### config.mk
export PLATFORM = sky130hd
export DESIGN_NAME = div_sequencer
export DESIGN_NICKNAME = d
export VERILOG_FILES = /design/src/rtl/div_sequencer.sv
export SDC_FILE = /design/constraint.sdc
export NUM_CORES = 1
export LEC_CHECK = 0
export CORE_AREA = 2 2 154 217
export DETAILED_ROUTE_END_ITERATION = 10
export DIE_AREA = 0 0 156 219
export PLACE_DENSITY = 0.52
export SETUP_SLACK_MARGIN = 0.3
export SLEW_MARGIN = 20
export SYNTH_ARGS = -nofsm -noshare
export SYNTH_HDL_FRONTEND = slang
export SYNTH_SLANG_ARGS = --single-unit
### constraint.sdc
create_clock -name clk -period 9.02 [get_ports clk]
set_clock_uncertainty 0.15 [all_clocks]
set_input_delay 1.353 -clock clk [delete_from_list [all_inputs] [get_ports clk]]
set_output_delay 1.353 -clock clk [all_outputs]
set_load 0.01 [all_outputs]
### src/rtl/div_sequencer.sv
// Multi-cycle radix-2 restoring divide/remainder unit (DIV/DIVU/REM/REMU) that stalls EX while it iterates.
// Optional early-out for trivial cases is enabled by defining DIV_EARLY_OUT_EN.
module div_sequencer #(
    parameter int DATA_W = 32,
    parameter int CNT_W  = $clog2(DATA_W) + 1
) (
    input  logic              clk,
    input  logic              rst_n,
    input  logic              start,
    input  logic [1:0]        op,
    input  logic              flush,
    input  logic [DATA_W-1:0] dividend,
    input  logic [DATA_W-1:0] divisor,
    output logic              stall,
    output logic              busy,
    output logic              done,
    output logic [DATA_W-1:0] result
);

    typedef enum logic [1:0] {IDLE, CALC, FIX, DONE} state_t;

    state_t              state, state_nxt;
    logic [1:0]          op_r;
    logic                sign_a, sign_b, dvsr_zero;
    logic [DATA_W-1:0]   rem_r, quo_r, dvsr_r;
    logic [CNT_W-1:0]    cnt_r;

    function automatic logic [DATA_W-1:0] neg_val(input logic [DATA_W-1:0] v);
        return {DATA_W{1'b0}} - v;
    endfunction

    function automatic logic [DATA_W-1:0] abs_val(input logic signed [DATA_W-1:0] v,
                                                   input logic en);
        return (en && (v < 0)) ? neg_val(v) : v;
    endfunction

    logic                signed_in, accept, last_iter, sub_ok, signed_r;
    logic [DATA_W-1:0]   a_abs, b_abs, q_fix, r_fix;
    logic [DATA_W:0]     shifted, diff;
    logic                early_hit;
    logic [DATA_W-1:0]   early_result;

    assign signed_in = ~op[0];
    assign a_abs     = abs_val(dividend, signed_in);
    assign b_abs     = abs_val(divisor, signed_in);
    assign accept    = (state == IDLE) && start && !flush;
    assign last_iter = (cnt_r == CNT_W'(DATA_W - 1));

    // Iteration: the DATA_W+1-bit difference carries the borrow in its MSB
    assign shifted = {rem_r, quo_r[DATA_W-1]};
    assign diff    = shifted - {1'b0, dvsr_r};
    assign sub_ok  = ~diff[DATA_W];

    // Sign fix-up: a zero divisor keeps the all-ones quotient untouched
    assign signed_r = ~op_r[0];
    assign q_fix    = (signed_r && (sign_a ^ sign_b) && !dvsr_zero) ? neg_val(quo_r) : quo_r;
    assign r_fix    = (signed_r && sign_a) ? neg_val(rem_r) : rem_r;

`ifdef DIV_EARLY_OUT_EN
    logic b_is_zero, ovf, small;
    assign b_is_zero = (divisor == '0);
    assign ovf       = signed_in && (dividend == {1'b1, {(DATA_W-1){1'b0}}}) && (divisor == '1);
    assign small     = (a_abs < b_abs);
    assign early_hit = b_is_zero || ovf || small;
    always_comb begin
        early_result = '0;
        if (b_is_zero)
            early_result = op[1] ? dividend : '1;
        else if (ovf)
            early_result = op[1] ? '0 : dividend;
        else if (small)
            early_result = op[1] ? dividend : '0;
    end
`else
    assign early_hit    = 1'b0;
    assign early_result = '0;
`endif

    always_comb begin
        state_nxt = state;
        case (state)
            IDLE: if (start) state_nxt = early_hit ? DONE : CALC;
            CALC: if (last_iter) state_nxt = FIX;
            FIX:  state_nxt = DONE;
            DONE: state_nxt = IDLE;
            default: state_nxt = IDLE;
        endcase
        if (flush) state_nxt = IDLE;
    end

    assign stall = accept || (state == CALC) || (state == FIX);

    always_ff @(posedge clk or negedge rst_n) begin
        if (!rst_n) begin
            state     <= IDLE;
            busy      <= 1'b0;
            done      <= 1'b0;
            result    <= '0;
            op_r      <= '0;
            sign_a    <= 1'b0;
            sign_b    <= 1'b0;
            dvsr_zero <= 1'b0;
            rem_r     <= '0;
            quo_r     <= '0;
            dvsr_r    <= '0;
            cnt_r     <= '0;
        end else begin
            state <= state_nxt;
            busy  <= (state_nxt == CALC) || (state_nxt == FIX);
            done  <= (state_nxt == DONE);
            if (accept) begin
                op_r      <= op;
                sign_a    <= signed_in & dividend[DATA_W-1];
                sign_b    <= signed_in & divisor[DATA_W-1];
                dvsr_zero <= (divisor == '0);
                rem_r     <= '0;
                quo_r     <= a_abs;
                dvsr_r    <= b_abs;
                cnt_r     <= '0;
                if (early_hit) result <= early_result;
            end else if (!flush && state == CALC) begin
                rem_r <= sub_ok ? diff[DATA_W-1:0] : shifted[DATA_W-1:0];
                quo_r <= {quo_r[DATA_W-2:0], sub_ok};
                cnt_r <= cnt_r + CNT_W'(1);
            end else if (!flush && state == FIX) begin
                result <= op_r[1] ? r_fix : q_fix;
            end
        end
    end

endmodule

==> run_results.csv <==
group,metric,value,unit
detailed_routing,drt_iter0_markers,515,
detailed_routing,routed_wirelength,28900,um
setup_path,end_kind,"output port",
synthesis,syn_area_per_cell,8.20,um2
synthesis,post-synth-top-area-fraction,35.0,%
pwr,sw_frac_of_total,41.4,%
clock_network,cts_tree,"done",
clock_network,htreeDepth,4,
setup_path,crit_arrival,2.88,ns
clock_network,ctsHoldBuffers,0,
synthesis,synth_edf_count,0,
clock_network,clock_sink_count,143,
clock_network,clk_latency,0.44,ns
sta,fmax,228,MHz
synthesis,synth-seq-cells,143,
clock_network,clock_tree.root_cell,"clkbuf_16",
sta,slew_headroom,30.9,%
detailed_routing,vias,9057,
setup_path,start_kind,"input port",
setup_path,crit_chain,"clkdlybuf4s50_1 -> nor2_1 -> nand3b_1 -> nand2_1 -> clkdlybuf4s50_1",
layout,final_nets,1420,
sta,slew_violations,0,
synthesis,synth_compound_area_share,23.5,%
synthesis,synth_top_area_cell,"dfrtp_1",
setup_path,worstPathMaxFanout,4,
pwr,p_clk_share,23.0,%
synthesis,yosys-mux-area-fraction,2.94,%
clock_network,cts_resized,0,
synthesis,async_flop_share,100,%
pwr,comb_power_share,46.8,%
layout,fillers,3303,
setup_path,cpMostUsedCell,"clkdlybuf4s50_1",
pwr,ir_drop,0.000143,V
global_route,grt_pass1_wl,46400,um
global_route,grt_max_degree,102,
sta,whs,0.327,ns
sta,hold_viol_final,0,
synthesis,synth_area,10200,um2
run_status,status,"complete, no violations",
synthesis,synthAdderAreaFrac,4.85,%
layout,area_delta_synth_final,19.2,%
clock_network,clockBufferDepth,2,
synthesis,ys_top_cells_by_area,"dfrtp_1, o21ai_0, xnor2_1",
worst_hold_path,min_to,"dvsr_r[22]",
detailed_routing,drtPass1Iterations,5,
synthesis,yosysSeqAreaShare,35.0,%
synthesis,synth_warnings,0,
global_route,antenna_found_initial,0,
sta,setup_violations,0,
placed_design,place.gp.congestion,0.803,
sta,tns,0,ns
detailed_routing,viasPerCell,5.25,
detailed_routing,antenna_left,0,
placed_design,dpl.cell_count,1692,
global_route,grt_pass1_vias,8750,
worst_hold_path,whs_path_depth,2,
layout,stdcell_count,1724,
layout,n_antenna_cell,0,
floorplanning,design.core.area,32100,um2
sta,fin_crit_sh,48.6,%
clock_network,clk_pin_slew,0.06,ns
global_route,grt.total_usage,17.3,%
placed_design,dp_hpwl,21800,um
floorplanning,io_pins,105,
flow_run,drv_cap,0,
clock_network,cts_made_buffers,17,
global_route,overflow,0,
worst_hold_path,hp-start,"dvsr_r[22]",
pwr,switchingPower,0.00127,W
sta,finalCriticalPeriod,4.39,ns
synthesis,synth.distinct_cells,57,
floorplanning,die_area,34200,um2
pwr,seqPwrFrac,30.1,%
synthesis,synth-simple-area-share,17.0,%
floorplanning,start_util,31.8,%
clock_network,postCtsSetupBuffers,0,
setup_path,crit_slowest_cell,"clkdlybuf4s50_1",
synthesis,syn-num-nets,1355,
worst_hold_path,hold_path_class,"reg -> reg",
placed_design,portBuffers,104,
sta,rsz0062_at_grt,"no",
setup_path,r2r-start,"quo_r[31]",
synthesis,synth_ff_type,"dfrtp_1",
pwr,cellPowerDensity,252,nW/um2
detailed_routing,wl_per_cell,16.8,um
sta,tightest_slew,1.03,ns
synthesis,synth_top_family_by_area,"compound AO/OA/AOI/OAI gates",
floorplanning,die_w,156,um
setup_path,setup.worst_path.class,"in -> out",
detailed_routing,post-route-drc-count,0,
setup_path,ff2ff_setup_slack,5.00,ns
setup_path,ff2ff_path_depth,13,
pwr,internal-power,0.00180,W
synthesis,synth_cells,1246,
pwr,total_leakage_power,5.13,nW
synthesis,synth_xor_area_share,12.3,%
setup_path,crit_required,7.52,ns
setup_path,cpPeakStageDelay,0.53,ns
floorplanning,std_cell_rows,78,
floorplanning,dieHeight,219,um
setup_path,reg2reg_to,"rem_r[0]",
layout,drive_gt1_share,4.38,%
==> kinds of logic after synthesis <==
group / count (synthesis)
compound gates: 401
mux: 30
buf+inv: 117
simple gates: 373
flops: 143
fa+ha+maj: 39
xor+xnor: 143
==> power groups by stage <==
| stage | clock network (W) | registers (W) | logic (W) |
|---|---|---|---|
| 2_1_floorplan | 0 | 0.000859 | 0.00114 |
| 3_3_place_gp | 0 | 0.000935 | 0.00144 |
| 3_5_place_dp | 0 | 0.000937 | 0.00144 |
| 4_1_cts | 0.000724 | 0.000926 | 0.00145 |
| 5_1_grt | 0.000751 | 0.000948 | 0.00161 |
| 6_report | 0.000708 | 0.000926 | 0.00144 |
==> worst max path at each step <==
stage	start	to	slack [ns]	cells past startpoint
after global placement	divisor[8]	dvsr_r[25]	4.40	10
final	flush	stall	4.63	5
after floorplan	flush	stall	5.32	5
after global routing	flush	stall	4.53	5
after detailed placement	divisor[8]	dvsr_r[27]	4.35	10
after CTS	flush	stall	4.70	5
==> critical path, delay by kind of cell <==
family | cells | cell delay, ns
AND/OR/NAND/NOR | 3 | 0.52
buffers and inverters | 2 | 1.01
==> cells in the mapped netlist (12+ instances only) <==
master and instances:
a21o_1 24, a21oi_1 92, a22oi_1 30, a31oi_1 12, clkbuf_1 58, dfrtp_1 143, ha_1 38, inv_1 50
mux2i_1 30, nand2_1 161, nand2b_1 12, nand3_1 12, nor2_1 78, nor3_1 26, nor4_1 14, o21ai_0 170
o31ai_1 15, o41ai_1 13, or3_1 12, or4_1 12, xnor2_1 83, xor2_1 60
==> placed cells by master (no fill, tap or decap), types with 13 or more instances in the layout <==
master           count
o21ai_0            170
nand2_1            160
dfrtp_1            143
clkdlybuf4s50_1    103
a21oi_1             92
xnor2_1             83
nor2_1              77
xor2_1              60
inv_1               50
ha_1                38
a22oi_1             30
mux2i_1             30
nor3_1              25
a21o_1              24
clkbuf_16           17
o31ai_1             15
nor4_1              14
o41ai_1             13
==> per-layer routing <==
| metal | track usage (%) | part of all wire (%) |
|---|---|---|
| met5 | 0 | 0 |
| met3 | 2.96 | 3.1 |
| met4 | 6.73 | 2.7 |
| met1 | 20.8 | 44 |
| met2 | 30.6 | 51 |
==> cell type report <==
class                      count  area, um2  area share (%)
tap                          400        500            4.11
multi-input combinational    986       6220            51.0
sequential                   143       3580            29.4
timing repair buffer         113       1110            9.11
clock buffer                  22        474            3.89
inverter                      50        188            1.54
clock inverter                10        111           0.914
==> registers in the layout, summed over array words and instances, names as in the netlist, 2 cells and up <==
register  flops
cnt_r         6
quo_r        32
result       32
state         2
rem_r        32
dvsr_r       32
op_r          2
==> per-stage QoR <==
| stage | area (um2) | total power [W] | setup slack (ns) | utilization, % |
|---|---|---|---|---|
| detailed placement | 11600 | 0.00238 | 4.35 | 36.1 |
| global placement | 11600 | 0.00237 | 4.40 | 36.1 |
| floorplan | 10200 | 0.00200 | 5.32 | - |
| CTS | 12200 | 0.00310 | 4.70 | 37.9 |
| finish | 12200 | 0.00307 | 4.63 | 37.9 |
| global route | 12200 | 0.00331 | 4.53 | 37.9 |
(Power assumes the default switching activity.)
